**src/rtl/pc_sequencer.sv**
```systemverilog
// Fetch-stage PC sequencer: picks sequential, stall, branch-redirect or halt each cycle
// and drives the PC / IF/ID enables plus the pipeline flush/bubble controls.
module pc_sequencer #(
    parameter logic [31:0] RESET_PC     = 32'h0000_0000,
    parameter logic [31:0] PC_STEP      = 32'd4,
    parameter int unsigned FLUSH_CYCLES = 1
) (
    input  logic        clk,
    input  logic        reset,
    input  logic [31:0] pc_q,
    input  logic        hazard_stall,
    input  logic        branch_taken,
    input  logic [31:0] branch_target,
    input  logic        halt_req,
    input  logic        resume,
    output logic [31:0] pc_d,
    output logic        pc_le,
    output logic        ifid_le,
    output logic        ifid_flush,
    output logic        idex_flush,
    output logic [1:0]  state,
    output logic [15:0] stall_count
);

    typedef enum logic [1:0] {
        BOOT     = 2'd0,
        RUN      = 2'd1,
        REDIRECT = 2'd2,
        HALT     = 2'd3
    } state_e;

    localparam logic [1:0] FLUSH_INIT = 2'(FLUSH_CYCLES - 1);

    state_e      state_q, state_d;
    logic [1:0]  flush_left_q, flush_left_d;
    logic [15:0] stall_cnt_q, stall_cnt_d;
    logic [31:0] pc_seq;

    assign pc_seq = pc_q + PC_STEP;

    always_comb begin
        state_d      = state_q;
        flush_left_d = flush_left_q;
        stall_cnt_d  = stall_cnt_q;
        pc_d         = pc_q;
        pc_le        = 1'b0;
        ifid_le      = 1'b0;
        ifid_flush   = 1'b0;
        idex_flush   = 1'b0;
        if (reset) begin
            pc_d       = RESET_PC;
            ifid_flush = 1'b1;
            idex_flush = 1'b1;
        end else begin
            unique case (state_q)
                BOOT: begin
                    pc_d       = RESET_PC;
                    pc_le      = 1'b1;
                    ifid_flush = 1'b1;
                    idex_flush = 1'b1;
                    state_d    = RUN;
                end
                RUN: begin
                    if (halt_req) begin
                        idex_flush = 1'b1;
                        state_d    = HALT;
                    end else if (branch_taken) begin
                        // a concurrent stall belongs to the squashed instruction, so it is dropped
                        pc_d       = branch_target;
                        pc_le      = 1'b1;
                        ifid_le    = 1'b1;
                        ifid_flush = 1'b1;
                        if (FLUSH_CYCLES > 1) begin
                            state_d      = REDIRECT;
                            flush_left_d = FLUSH_INIT;
                        end
                    end else if (hazard_stall) begin
                        idex_flush = 1'b1;
                        if (stall_cnt_q != 16'hFFFF)
                            stall_cnt_d = stall_cnt_q + 16'd1;
                    end else begin
                        pc_d    = pc_seq;
                        pc_le   = 1'b1;
                        ifid_le = 1'b1;
                    end
                end
                REDIRECT: begin
                    pc_d         = pc_seq;
                    pc_le        = 1'b1;
                    ifid_le      = 1'b1;
                    ifid_flush   = 1'b1;
                    flush_left_d = flush_left_q - 2'd1;
                    if (flush_left_q <= 2'd1) begin
                        state_d      = RUN;
                        flush_left_d = 2'd0;
                    end
                end
                HALT: begin
                    idex_flush = 1'b1;
                    if (resume && !halt_req)
                        state_d = RUN;
                end
                default: state_d = BOOT;
            endcase
        end
    end

    always_ff @(posedge clk) begin
        if (reset) begin
            state_q      <= BOOT;
            flush_left_q <= 2'd0;
            stall_cnt_q  <= 16'd0;
        end else begin
            state_q      <= state_d;
            flush_left_q <= flush_left_d;
            stall_cnt_q  <= stall_cnt_d;
        end
    end

    // reset forces the visible status immediately, not one edge later
    assign state       = reset ? BOOT : state_q;
    assign stall_count = reset ? 16'd0 : stall_cnt_q;

endmodule

```
**config.mk**
```make
export PLATFORM = sky130hd
export DESIGN_NAME = pc_sequencer
export DESIGN_NICKNAME = d
export VERILOG_FILES = /design/src/rtl/pc_sequencer.sv
export SDC_FILE = /design/constraint.sdc
export NUM_CORES = 1
export LEC_CHECK = 0
export ABC_AREA = 1
export CORE_MARGIN = 2
export CORE_UTILIZATION = 30
export CTS_CLUSTER_SIZE = 25
export DETAILED_ROUTE_END_ITERATION = 7
export SKIP_LAST_GASP = 1
export SYNTH_ARGS = -nofsm -noshare
export SYNTH_HDL_FRONTEND = slang
export SYNTH_SLANG_ARGS = --single-unit
export TNS_END_PERCENT = 30
```
**constraint.sdc**
```tcl
create_clock -name clk -period 1.9 [get_ports clk]
set_clock_uncertainty 0.15 [all_clocks]
set_input_delay 0.38 -clock clk [delete_from_list [all_inputs] [get_ports clk]]
set_output_delay 0.38 -clock clk [all_outputs]
set_load 0.05 [all_outputs]
```
### Word level (Yosys, flattened, before mapping)

Cells that the tools add are included.

| word-level totals | value |
|---|---|
| register bits after elaboration | 20 |
| input bits | 70 |
| output and inout port bits | 54 |
| logic and storage cells | 51 |

| cells by class | value |
|---|---|
| $add $sub $neg | 3 |
| order comparisons | 1 |
| eq/ne operators | 7 |
| mux-type cells | 28 |
| bitwise gates (word level) | 2 |
| reduce and logical (&&, ||, !) cells | 7 |

Operator list:

| kind | count |
|---|---|
| 32-bit 2-to-1 mux | 4 |
| 32-bit case mux with 3 select lines | 1 |
| 32-bit by 3-bit adder with 32-bit output, second input constant | 1 |
| 16-bit by 1-bit adder with 16-bit output, second input constant | 1 |
| 16-bit 2-to-1 mux | 1 |
| 16-bit inequality test, second input constant | 1 |
| 1-bit 2-to-1 mux | 12 |
| 2-bit 2-to-1 mux | 5 |
| 1-bit case mux with 2 select lines | 4 |
| 2-bit case mux with 4 select lines | 1 |
| 2-bit inequality test, second input constant | 3 |
| 5-bit AND reduction | 1 |
| 2-bit equality test, second input constant | 2 |
| 2-bit OR reduction | 2 |
| 3-bit AND reduction | 1 |
| 2-bit by 1-bit equality test with 1-bit output, second input constant | 1 |
| 2-bit by 1-bit less-or-equal comparator with 1-bit output, second input constant | 1 |
| 2-bit zero test | 1 |
| 1-bit inverter | 2 |
| 2-bit by 1-bit subtractor with 2-bit output, second input constant | 1 |
| 1-bit logical AND | 1 |
| 1-bit zero test | 1 |

### Longest topological paths before layout

| logic depth | value |
|---|---|
| word-level depth | 6 |
| mapped depth | 13 |
| gate-level depth less buffers | 13 |

### Worst setup path before layout

OpenSTA, ideal clock, no wires.

| timing path | value |
|---|---|
| path kind | reg-to-output |
| start | register state_q[1] |
| end | output port pc_d[3] |
| arrival | 2,377 ps |
| data required time | 1,370 ps |
| setup slack | -1,007 ps |
| stages on the path, launching flop included | 8 |
| path buffers | 1 |
| cells stage by stage | dfxtp_1 inv_1 ha_1 inv_1 clkbuf_1 a21oi_1 o211ai_1 a221oi_1 |

| on the way | value |
|---|---|
| cells in the longest elaborated chain, start to end | 3 |
| elaborated cells on any way between the ends | 5 |
| those cells by class | eq/ne (2); mux (2); reduce/logical (1) |

RTL lines:

| what | RTL line | RTL |
|---|---|---|
| start, declared | 34 | `state_e state_q, state_d;` |
| start signal, assigned | 114 | `state_q <= state_d;` |
| 2-bit equality test (tied with other cells) | 55 | `unique case (state_q)` |
| 32-bit case mux with 3 select lines * | 55 |  |
| 32-bit 2-to-1 mux * | 50 | `if (reset) begin` |
| end, declared | 16 | `output logic [31:0] pc_d,` |

Every way passes the cells marked *; elsewhere a longest branch is shown, timed or not.

### Worst setup path after layout

| timing path | value |
|---|---|
| start | register state_q[1] |
| end | output port pc_d[2] |

The elaborated chain is that of the path after synthesis.

==> results.toml <==
[run_status]
outcome = "finished with violations"
violations = "negative setup slack"

[setup_path]
critPathArrivalTime_ps = 1940
crit_type = "reg2out"
critPathSlowestCell = "dfxtp_4"
reg2reg_depth = 12
crit_path_start_kind = "flip-flop"
critPathRequiredTime_ps = 1370
path_buf_inv = 3
crit_top_cell = "buf_4"
critPathMaxStageDelay_ps = 370
cp_max_fo = 5
crit_path_end_kind = "output port"
critPathTopFamily = "compound AO/OA/AOI/OAI gates"
crit_chain = "buf_4, ha_4, inv_1, o21ai_0, o22ai_2, nor2_4, buf_4"
crit_cells = 7

[layout]
area_growth_pct = 107
n_fill_cell = 1116
drive_gt1_frac = 0.410
final_util = 0.641
multi_input_area_sq_um = 3770
finalNonFillerCells = 1138
seq_area_sq_um = 408
antenna_cells = 0
fin_nets = 1048

[clock_network]
cts.clk_slew.worst_paths_ps = 60
holdBufCountCts = 0
clock_path_buffers = 2
h-tree-depth = 1
cts_buffers = 3
cts_root_buf = "clkbuf_16"
cts_tree = "done"
clock-sinks = 20
clk_latency_ps = 250

[timing]
hold_viol = 0
worst_slack_ps = -567
clock.fmax_mhz = 405
finalMaxSlewViolations = 0
rsz0062_at_grt = "true"
fin_crit_sh = 1.30
tns_ps = -19590
setup_viol = 69
max_slew.worst_pin.slew_ps = 471
slew-limit-headroom = 0.684
period_needed_ps = 2470

[detailed_routing]
detail_route.drc_violations = 0
drtAntennaViolNets = 0
viasPerCell = 5.17
vias = 5887
wire_per_inst_microns = 16.1
routed_wl_microns = 18300
dr.pass1.iters = 5
drt_iter0_drc = 508

[placed_design]
io_buffers = 123
dp.final_hpwl_microns = 14100
dp_cells = 1107
dp_slack_ps = -1030
gp_congestion = 0.943

[power]
power_mw = 3.10
p_per_area_nw_per_um2 = 400
leakagePower_nw = 3.24
vdd_drop_max_mv = 0.341

[job]
drv_cap = 0

[yosys]
ys_top_cells_by_area = "nand2_1 19%, nor2_1 12%, dfxtp_1 11%"
seq_area_frac_synth = 0.107
synth_seq_cells = 20
synthArstFlopShare = 0
synthTopCellsByCount = "192 x nand2_1, 118 x nor2_1, 98 x inv_1, 73 x nand3_1, 66 x o21ai_0"
syn_area_per_cell_sq_um = 4.99
synth.distinct_cells = 32
synthFlopType = "dfxtp_1"
syn_area_sq_um = 3750
synth_top_area_share = 0.192
ys_warn_count = 0
synth_top_cell_by_area = "nand2_1"
synth_edf_count = 0
syn_inst = 752
yosysMostFrequentCell = "nand2_1"
syn_nets = 829

[hold_path]
holdPathStages = 1
hp-class = "reg2reg"

[floorplan]
chipWidth_microns = 116
core_area_sq_um = 12100
rows = 40
io_pins = 124
start_util = 0.310
die_h_microns = 116
die-area_sq_um = 13400

[grt]
grt_pass1_wl_microns = 28800
grt-ovfl-total = 0
grt_antenna_before_repair = 1
grtUsageTotal = 0.267
first_global_vias = 5906
grt_max_degree = 30
placed cells by master, fill, tap and decap left out, drive strengths merged:
cell type and count:
nor3 10, nand3b 1, a21oi 46, dlygate4sd2 3, or2 1, nand3 73
nand4 4, clkdlybuf4s50 37, nor2 123, a31oi 5, o211ai 5, ha 7
o22ai 28, clkinvlp 1, dfxtp 20, o21ai 68, inv 98, and2 1
clkdlybuf4s15 5, o21bai 6, nand2 196, clkbuf 13, xnor2 2, buf 200
a221oi 1, a211oi 6, xor2 10
layout make-up:
| type | instances | share of cell area |
|---|---|---|
| multi-input combinational | 593 | 0.486 |
| timing repair buffer | 254 | 0.374 |
| sequential | 20 | 0.0526 |
| inverter | 99 | 0.0497 |
| tap | 168 | 0.0271 |
| clock buffer | 4 | 0.0102 |
flip-flops by register name, summed over array words and instances, names as in the netlist:
register	cells
state_q	2
stall_cnt_q	16
flush_left_q	2
kinds of logic (layout without fill, tap and decap cells):
kind of cell / count (synthesis) / count (layout) / synth area share
compound gates: 165 / 165 / 0.243
xor+xnor: 12 / 12 / 0.0280
fa+ha+maj: 7 / 7 / 0.0233
buf+inv: 139 / 357 / 0.146
flops: 20 / 20 / 0.107
simple gates: 409 / 409 / 0.453
path summary, 6_finish.rpt:
kind                                     start                           end  slack (ps)
setup / recovery       state_q[1]$_SDFFE_PP0P_                       pc_d[2]        -570
hold / removal    flush_left_q[0]$_SDFFE_PP0P_  flush_left_q[0]$_SDFFE_PP0P_         340
setup reg to reg       state_q[1]$_SDFFE_PP0P_   stall_cnt_q[2]$_SDFFE_PP0P_        -230
hold reg to reg   flush_left_q[0]$_SDFFE_PP0P_  flush_left_q[0]$_SDFFE_PP0P_         340
per-layer routing:
layer  GRT usage  part of all wire  vias up
li1            -                 -     2882
met1       0.346              0.43     2781
met2       0.480              0.50      188
met3      0.0288             0.048       36
met4      0.0571             0.021        0
met5           0                 0        -
metrics by stage:
step           hold slack [ps]  instance area (sq um)
5_1_grt                    371                   7760
4_1_cts                    337                   7440
3_3_place_gp               299                   6930
6_report                   343                   7760
2_1_floorplan              284                   4350
3_5_place_dp               321                   6930
power breakdown:
| part | switching [mW] | internal, mW |
|---|---|---|
| clock network | 0.162 | 0.286 |
| logic | 1.21 | 1.01 |
| registers | 0.0109 | 0.428 |
| total | 1.38 | 1.72 |
repair_timing:
item | CTS | global route
setup buffers | 15 | 11
gates resized for setup | 231 | 74
pin swaps | 59 | 55
setup endpoints to repair | 69 | 70
gates cloned | 0 | 2
No activity file was read; power rests on OpenSTA's default activity.
